[src/rtl/freq_meter_pkg.sv]
// Shared types and helpers for the frequency-measurement blocks.
//   fm_state_e     : measurement FSM states
//   FM_CNT_W       : default result counter width
//   FM_GATE_1S_50M : default gate length (1 s at 50 MHz)
//   fm_sat_inc     : saturating increment for counters up to 64 bits wide
package freq_meter_pkg;

  localparam int unsigned FM_CNT_W       = 32;
  localparam int unsigned FM_GATE_1S_50M = 50000000;

  typedef enum logic [2:0] {
    IDLE,
    ARM,
    MEASURE,
    CLOSE,
    DONE
  } fm_state_e;

  // v + 1, clamped at 2^w - 1. Callers zero-extend their counter to 64 bits
  // and truncate the result back to their own width.
  function automatic logic [63:0] fm_sat_inc(input logic [63:0] v, input int unsigned w);
    logic [63:0] max_v;
    max_v = (w >= 64) ? '1 : ((64'd1 << w) - 64'd1);
    return (v >= max_v) ? max_v : v + 64'd1;
  endfunction

endpackage

[src/rtl/sig_sync_edge.sv]
// Synchroniser plus rising-edge detector for an asynchronous input.
//   clk, reset (async, active low), din (async input)
//   rise : one-cycle pulse, SYNC_STAGES+1 cycles after the din edge
module sig_sync_edge #(
  parameter int unsigned SYNC_STAGES = 2
) (
  input  logic clk,
  input  logic reset,
  input  logic din,
  output logic rise
);

  logic [SYNC_STAGES-1:0] sync_q;
  logic                   sync_prev;

  // rise is registered so downstream sees a clean, glitch-free pulse; this
  // accounts for the extra cycle of latency beyond the synchroniser depth.
  always_ff @(posedge clk or negedge reset) begin
    if (!reset) begin
      sync_q    <= '0;
      sync_prev <= 1'b0;
      rise      <= 1'b0;
    end else begin
      sync_q    <= {sync_q[SYNC_STAGES-2:0], din};
      sync_prev <= sync_q[SYNC_STAGES-1];
      rise      <= sync_q[SYNC_STAGES-1] & ~sync_prev;
    end
  end

endmodule

[src/rtl/recip_freq_meter.sv]
// Reciprocal (equal-precision) frequency meter. The gate opens and closes on
// synchronised sig rising edges, so sig_count is an exact number of whole
// periods spanning ref_count clk cycles: f_sig = f_clk * sig_count / ref_count.
//   clk, reset (async, active low), sig (async), start (1-cycle request)
//   busy, done (1-cycle, results valid), ref_count, sig_count,
//   overflow (a counter saturated), timeout (no sig edge in time)
// Optional: define RECIP_FREQ_METER_TIMEOUT_EN to abort after TIMEOUT_CYCLES
// without an edge in ARM or CLOSE; otherwise timeout is tied to 0.
module recip_freq_meter
  import freq_meter_pkg::*;
#(
  parameter int unsigned CNT_W          = FM_CNT_W,
  parameter int unsigned GATE_CYCLES    = FM_GATE_1S_50M,
  parameter int unsigned SYNC_STAGES    = 2,
  parameter int unsigned TIMEOUT_CYCLES = 100000000
) (
  input  logic             clk,
  input  logic             reset,
  input  logic             sig,
  input  logic             start,
  output logic             busy,
  output logic             done,
  output logic [CNT_W-1:0] ref_count,
  output logic [CNT_W-1:0] sig_count,
  output logic             overflow,
  output logic             timeout
);

  if (GATE_CYCLES < 2 || SYNC_STAGES < 2 || TIMEOUT_CYCLES < 1 || CNT_W > 64) begin : g_param_err
    $error("recip_freq_meter: illegal parameter value");
  end

  localparam int unsigned      TMR_W    = $clog2(GATE_CYCLES + 1);
  localparam logic [TMR_W-1:0] TMR_LAST = TMR_W'(GATE_CYCLES - 1);
  localparam logic [CNT_W-1:0] CNT_MAX  = '1;

  logic             rise;
  fm_state_e        state;
  logic [CNT_W-1:0] ref_cnt, sig_cnt, ref_nxt, sig_nxt;
  logic [TMR_W-1:0] timer;
  logic             sticky;
  logic             ovf_now;

  sig_sync_edge #(.SYNC_STAGES(SYNC_STAGES)) u_sync (
    .clk  (clk),
    .reset(reset),
    .din  (sig),
    .rise (rise)
  );

  assign ref_nxt = CNT_W'(fm_sat_inc(64'(ref_cnt), CNT_W));
  assign sig_nxt = CNT_W'(fm_sat_inc(64'(sig_cnt), CNT_W));
  // A counter already at max that is asked to count this cycle saturates.
  assign ovf_now = (ref_cnt == CNT_MAX) | (rise & (sig_cnt == CNT_MAX));

`ifdef RECIP_FREQ_METER_TIMEOUT_EN
  localparam int unsigned       WAIT_W    = $clog2(TIMEOUT_CYCLES + 1);
  localparam logic [WAIT_W-1:0] WAIT_LAST = WAIT_W'(TIMEOUT_CYCLES - 1);
  logic [WAIT_W-1:0] wait_cnt;
  logic              wait_exp;
  assign wait_exp = (wait_cnt == WAIT_LAST);
`endif

  always_ff @(posedge clk or negedge reset) begin
    if (!reset) begin
      state     <= IDLE;
      ref_cnt   <= '0;
      sig_cnt   <= '0;
      timer     <= '0;
      sticky    <= 1'b0;
      busy      <= 1'b0;
      done      <= 1'b0;
      ref_count <= '0;
      sig_count <= '0;
      overflow  <= 1'b0;
      timeout   <= 1'b0;
`ifdef RECIP_FREQ_METER_TIMEOUT_EN
      wait_cnt  <= '0;
`endif
    end else begin
      done <= 1'b0;
      case (state)
        IDLE: begin
          ref_cnt <= '0;
          sig_cnt <= '0;
          timer   <= '0;
          sticky  <= 1'b0;
          if (start) begin
            state    <= ARM;
            busy     <= 1'b1;
            overflow <= 1'b0;
            timeout  <= 1'b0;
`ifdef RECIP_FREQ_METER_TIMEOUT_EN
            wait_cnt <= '0;
`endif
          end
        end
        // Opening edge: counters are still zero and it is not counted.
        ARM: begin
          if (rise) state <= MEASURE;
`ifdef RECIP_FREQ_METER_TIMEOUT_EN
          else if (wait_exp) begin
            state     <= DONE;
            done      <= 1'b1;
            ref_count <= '0;
            sig_count <= '0;
            overflow  <= sticky;
            timeout   <= 1'b1;
          end
          wait_cnt <= wait_cnt + 1'b1;
`endif
        end
        MEASURE: begin
          ref_cnt <= ref_nxt;
          if (rise) sig_cnt <= sig_nxt;
          sticky <= sticky | ovf_now;
          timer  <= timer + 1'b1;
          // Timer reaches GATE_CYCLES at the end of this cycle; an edge here
          // is counted but cannot close the gate.
          if (timer == TMR_LAST) begin
            state <= CLOSE;
`ifdef RECIP_FREQ_METER_TIMEOUT_EN
            wait_cnt <= '0;
`endif
          end
        end
        CLOSE: begin
          ref_cnt <= ref_nxt;
          if (rise) begin
            // Closing edge: load results including this cycle's increments.
            sig_cnt   <= sig_nxt;
            state     <= DONE;
            done      <= 1'b1;
            ref_count <= ref_nxt;
            sig_count <= sig_nxt;
            overflow  <= sticky | ovf_now;
          end else begin
            sticky <= sticky | ovf_now;
`ifdef RECIP_FREQ_METER_TIMEOUT_EN
            if (wait_exp) begin
              state     <= DONE;
              done      <= 1'b1;
              ref_count <= '0;
              sig_count <= '0;
              overflow  <= sticky | ovf_now;
              timeout   <= 1'b1;
            end
`endif
          end
`ifdef RECIP_FREQ_METER_TIMEOUT_EN
          wait_cnt <= wait_cnt + 1'b1;
`endif
        end
        DONE: begin
          state <= IDLE;
          busy  <= 1'b0;
        end
        default: begin
          state <= IDLE;
          busy  <= 1'b0;
        end
      endcase
    end
  end

`ifndef RECIP_FREQ_METER_TIMEOUT_EN
  logic unused_tie;
  assign unused_tie = 1'b0;
`endif

endmodule

[config.mk]
export PLATFORM = sky130hd
export DESIGN_NAME = recip_freq_meter
export DESIGN_NICKNAME = d
export VERILOG_FILES = /design/src/rtl/freq_meter_pkg.sv /design/src/rtl/sig_sync_edge.sv /design/src/rtl/recip_freq_meter.sv
export SDC_FILE = /design/constraint.sdc
export NUM_CORES = 1
export LEC_CHECK = 0
export CAP_MARGIN = 5
export CORE_ASPECT_RATIO = 1.5
export CORE_UTILIZATION = 65
export CTS_BUF_LIST = sky130_fd_sc_hd__clkbuf_2 sky130_fd_sc_hd__clkbuf_4 sky130_fd_sc_hd__clkbuf_8
export DETAILED_ROUTE_END_ITERATION = 8
export PLACE_DENSITY = 0.9
export SYNTH_ARGS = -nofsm -noshare
export SYNTH_HDL_FRONTEND = slang
export SYNTH_SLANG_ARGS = --single-unit
[constraint.sdc]
create_clock -name clk -period 4.4 [get_ports clk]
set_input_delay 0.44 -clock clk [delete_from_list [all_inputs] [get_ports clk]]
set_output_delay 0.44 -clock clk [all_outputs]
set_load 0.03 [all_outputs]
# Word-level counts from Yosys, hierarchy flattened
# Cells that the tools add are included.
[op_classes] n_addsub=3 multipliers=0 div=0 magnitude_cmp=2 n_eq_ne=12 shifts=0 muxes=20 bitwise=6 n_reduce_logical=13
[ops] cell="32-bit case mux with 2 select lines" count=2
[ops] cell="32-bit two-way mux" count=3
[ops] cell="32-bit by 1-bit adder with 32-bit output, second input constant" count=2
[ops] cell="32-bit == test, second input constant" count=2
[ops] cell="32-bit >= comparator, second input constant" count=2
[ops] cell="26-bit case mux with 2 select lines" count=1
[ops] cell="26-bit by 1-bit adder with 26-bit output, second input constant" count=1
[ops] cell="26-bit == test, second input constant" count=1
[ops] cell="3-bit two-way mux" count=4
[ops] cell="3-bit case mux with 4 select lines" count=1
[ops] cell="2-bit AND reduction" count=4
[ops] cell="3-bit by 2-bit == test with 1-bit output, second input constant" count=2
[ops] cell="1-bit two-way mux" count=6
[ops] cell="2-bit by 1-bit inequality test with 1-bit output, second input constant" count=3
[ops] cell="2-bit inequality test, second input constant" count=3
[ops] cell="2-bit nonzero test" count=3
[ops] cell="1-bit case mux with 2 select lines" count=2
[ops] cell="4-bit AND reduction" count=1
[ops] cell="3-bit by 1-bit == test with 1-bit output, second input constant" count=1
[ops] cell="3-bit logical NOT" count=1
[ops] cell="1-bit case mux with 3 select lines" count=1
[ops] cell="3-bit AND reduction" count=1
[ops] cell="3-bit nonzero test" count=1
[ops] cell="3-bit OR reduction" count=1
[ops] cell="other kinds (4)" count=7
[totals] ff_bits=165 latchBits=0 ram_bits=0 romBits=0 word_cells=69 mem_count=0

# Depth between registers and ports, before layout
[depth] depth_word=6 ltp_mapped=8

# Hierarchy
# From an unflattened synthesis, not the netlist that was laid out.
[unflattened] cells_unflattened=903 area_unflattened_um2=8465.6
[by_module_without_submodules] mod="recip_freq_meter" instances=1 cells_each=898 area_per_inst_um2=8351.8 seq_area_each_um2=4028.9
[by_module_without_submodules] mod="sig_sync_edge" instances=1 cells_each=5 area_per_inst_um2=113.9 seq_area_each_um2=100.1

# Worst setup path before layout
# OpenSTA, ideal clock, no wires.
[synth_timing] path_kind="flip-flop to flip-flop" start="register ref_cnt[0]" end="register ref_cnt[25]" setup_ps=94 t_arrival_ps=2068 required_ps=4306 setup_slack_ps=2238 path_stages_with_launch=8 path_cell_list="dfrtp_1 ha_1 nand3_4 or4_1 buf_4 nor3_4 nor3_1 a211oi_1"
[synth_between] elab_chain_len=3
[synth_lines] element="start, declared" line="recip_freq_meter.sv:39" source="logic [CNT_W-1:0] ref_cnt, sig_cnt, ref_nxt, sig_nxt;"
[synth_lines] element="start signal, assigned" line="recip_freq_meter.sv:114" source="ref_cnt <= ref_nxt;"
[synth_lines] element="start signal, assigned" line="recip_freq_meter.sv:128" source="ref_cnt <= ref_nxt;"
[synth_lines] element="32-bit by 1-bit adder with 32-bit output or 32-bit >= comparator (tied branches)" line="freq_meter_pkg.sv:24" source="return (v >= max_v) ? max_v : v + 64'd1;"
[synth_lines] element="32-bit two-way mux (*)" line="freq_meter_pkg.sv:24"
[synth_lines] element="32-bit case mux with 2 select lines (*)" line="recip_freq_meter.sv:82" source="case (state)"
# Mark *: on every way between the ends. The rest lies on a longest branch, timed or not.
# A chain may end at the register's enable or synchronous reset.

# Worst setup path in the final report
[layout_timing] start="register state[1]" end="register sig_count[11]"
[layout_between] elab_chain_len=2
[layout_lines] element="start, declared" line="recip_freq_meter.sv:38" source="fm_state_e state;"
[layout_lines] element="start signal, assigned" line="recip_freq_meter.sv:66" source="state <= IDLE;"
[layout_lines] element="start signal, assigned" line="recip_freq_meter.sv:89" source="state <= ARM;"
[layout_lines] element="start signal, assigned" line="recip_freq_meter.sv:100" source="if (rise) state <= MEASURE;"
[layout_lines] element="3-bit by 2-bit == test with 1-bit output" line="recip_freq_meter.sv:82"
[layout_lines] element="2-bit AND reduction (no line)"
[layout_lines] element="end signal, assigned" line="recip_freq_meter.sv:135" source="sig_count <= sig_nxt;"
[layout_lines] element="end, declared" line="recip_freq_meter.sv:24" source="output logic [CNT_W-1:0] sig_count,"
# No other way between the ends.

==> results_dict.tcl <==
set metrics [dict create \
    post-cts-setup-buffers 0 \
    timing.critical_path.from "state[1]" \
    cp_cell_sequence "nor2b_1 -> nand3_1 -> inv_2 -> nand2_1 -> o22a_1" \
    port_buffers 70 \
    ys_warn_count 0 \
    clkTransAtPathRegs_ns 0.09 \
    hold_buffers 0 \
    ios 72 \
    hold_violations 0 \
    cp_slowest_cell "inv_2" \
    crit_fanout 55 \
    cp.arrival_ns 3.28 \
    async_reset_ff_share_pct 100.0 \
    grt_pass1_vias 7089 \
    areaGrowthSynthToFinish_pct 13.68 \
    fill_cells 845 \
    drive_gt1_share_pct 8.051 \
    setup_viol 0 \
    fin_cells 1100 \
    wirelength_um 20710 \
    start_util_pct 67.41 \
    mostFrequentLayoutCell "dfrtp_1" \
    hold_ws_ns 0.03994 \
    synth_cell_types 64 \
    placedCellCount 1068 \
    syn_inst 893 \
    maxCapViolCount 0 \
    ant_nets 0 \
    mostFrequentLayoutCells "165 x dfrtp_1, 78 x nor2_1, 69 x clkdlybuf4s50_1, 54 x a21oi_1, 53 x nand2_1" \
    final_core_util_pct 76.64 \
    yosys.area_share.simple_pct 22.33 \
    grt_pass1_wl_um 33840 \
    max-slew-margin-rel_pct 37.19 \
    synth_top_family_by_area "simple AND/OR/NAND/NOR gates" \
    p_leak_nw 3.967 \
    fp-row-count 50 \
    post-route-min-period_ns 2.933 \
    cts_tree "yes" \
    layout.nets 938 \
    antenna_found_initial 0 \
    max_freq_mhz 341.0 \
    synth_edf_count 0 \
    reg2reg_slack_ns 1.47 \
    synth_seq_cells 165 \
    coreArea_mm2 0.01257 \
    clk_path_buf_depth 2 \
    endpoint "sig_count[11]" \
    cp_slowest_stage_delay_ns 0.71 \
    grt-ovfl-total 0 \
    rsz0062_at_grt "no" \
    clockRootBuffer "clkbuf_8" \
    rr_startpoint "state[1]" \
    clock-sinks 165 \
    synthAdderAreaFrac_pct 0.4428 \
    routed_via_density 6.620 \
    die-area_mm2 0.01351 \
    criticalPathCategory "flop to flop" \
    outcome "finished clean" \
    syn_avg_cell_area_um2 9.493 \
    gp_congestion 0.9058 \
    fin_area_mm2 0.009637 \
    vias 7282 \
    antenna_cells 0 \
    tightest_slew_ns 0.9407 \
    cellPowerDensity_mw_per_mm2 541.7 \
    ir_drop_mv 0.3557 \
    crit_required_ns 4.75 \
    grt_usage_pct 32.44 \
    seq_area_mm2 0.004129 \
    critPathCaptureType "flop" \
    synthXorXnorAreaFrac_pct 6.096 \
    cts_resized 0 \
    die_y_um 141.9 \
    synth_nets 900 \
    dp_hpwl_um 13570 \
    seq_area_frac_synth_pct 48.71 \
    grt_max_degree 94 \
    hp-class "input pin to asynchronous set/reset pin" \
    routedWlPerCell_um 18.83 \
    ctsHtreeMaxLevel 4 \
    fin_crit_sh_pct 66.65 \
    die_width_um 95.24 \
    tns_ns 0 \
    multi_input_area_mm2 0.004004 \
    rr_endpoint "sig_count[11]" \
    dpl_cell_area_mm2 0.009214 \
    drc_errors 0 \
    numCtsBuffers 17 \
    skew_ns 0.01785 \
    drt-initial-drc-count 648 \
    clock_latency_ns 0.47 \
    worst_r2r_path_depth 5 \
    synth_compound_area_share_pct 17.25 \
    slew_violations 0 \
    syn_area_mm2 0.008477 \
    yosys-mux-area-fraction_pct 0.9742 \
    ys.flop_type "dfrtp_1" \
    start_kind "flop" \
    dr.pass1.iters 5 \
]
==> critical path, delay by kind of cell (launching register included) <==
family | cells | cell delay [ns]
flip-flops | 1 | 0.60
AO/OA/AOI/OAI | 1 | 0.32
AND/OR/NAND/NOR | 3 | 1.18
buffers and inverters | 1 | 0.71
==> cell usage after synthesis (20+ instances only) <==
master / count / area share (%)
xnor2_1: 38 / 3.9
nand2_1: 53 / 2.3
nor2_1: 79 / 3.5
o21ai_0: 37 / 2.2
and3_1: 36 / 2.7
nand4_1: 21 / 1.5
a21oi_1: 54 / 3.2
xor2_1: 21 / 2.2
dfrtp_1: 165 / 49
nand3_1: 43 / 2.5
o22a_1: 20 / 2.1
a31oi_1: 47 / 3.5
clkbuf_1: 41 / 1.8
nor3_1: 38 / 2.2
==> power breakdown <==
part	total [mW]	internal, mW	switching, mW
combinational	2.00	0.762	1.24
clock	1.16	0.622	0.537
sequential	2.06	1.82	0.242
==> flip-flops by register name, indices dropped and copies added (netlist names) <==
signal	count
sticky	1
done	1
u_sync.sync_q	2
sig_count	32
u_sync.rise	1
state	3
busy	1
u_sync.sync_prev	1
overflow	1
timer	26
ref_count	32
sig_cnt	32
ref_cnt	32
==> kinds of logic after synthesis <==
logic type / after synthesis
compound gates: 224
xor+xnor: 59
fa+ha+maj: 3
buf+inv: 83
flops: 165
mux: 8
other cells: 1
simple gates: 350
==> routing by layer <==
metal | track usage (%) | routed length [um]
met5 | 0 | 0
met4 | 15.15 | 611
met3 | 5.573 | 1057
met2 | 56.02 | 11210
met1 | 38.72 | 7833
==> final cells by class <==
class | instances | area share (%)
clock buffers | 24 | 3.103
clock inverters | 8 | 1.285
flip-flops and latches | 165 | 42.85
inverters | 15 | 0.5843
multi-input cells | 645 | 41.55
well taps | 156 | 2.025
repair buffers | 87 | 8.608
==> per-stage QoR <==
step | total power [mW] | worst slack [ns]
global route | 5.464 | 1.185
finish | 5.220 | 1.467
global placement | 4.020 | 1.602
CTS | 5.235 | 1.485
floorplan | 3.254 | 2.238
detailed placement | 4.078 | 1.494
==> worst min path at each step <==
stage                           startpoint               end  slack (ns)  depth (start not counted)
after floorplan                      reset              busy        0.14                          0
after global placement    u_sync.sync_q[0]  u_sync.sync_q[1]        0.33                          0
after detailed placement  u_sync.sync_q[0]  u_sync.sync_q[1]        0.34                          0
after CTS                            reset     sig_count[23]        0.08                          1
after global routing                 reset     sig_count[24]        0.10                          1
final                                reset     sig_count[23]        0.04                          1
(Power assumes the default switching activity.)
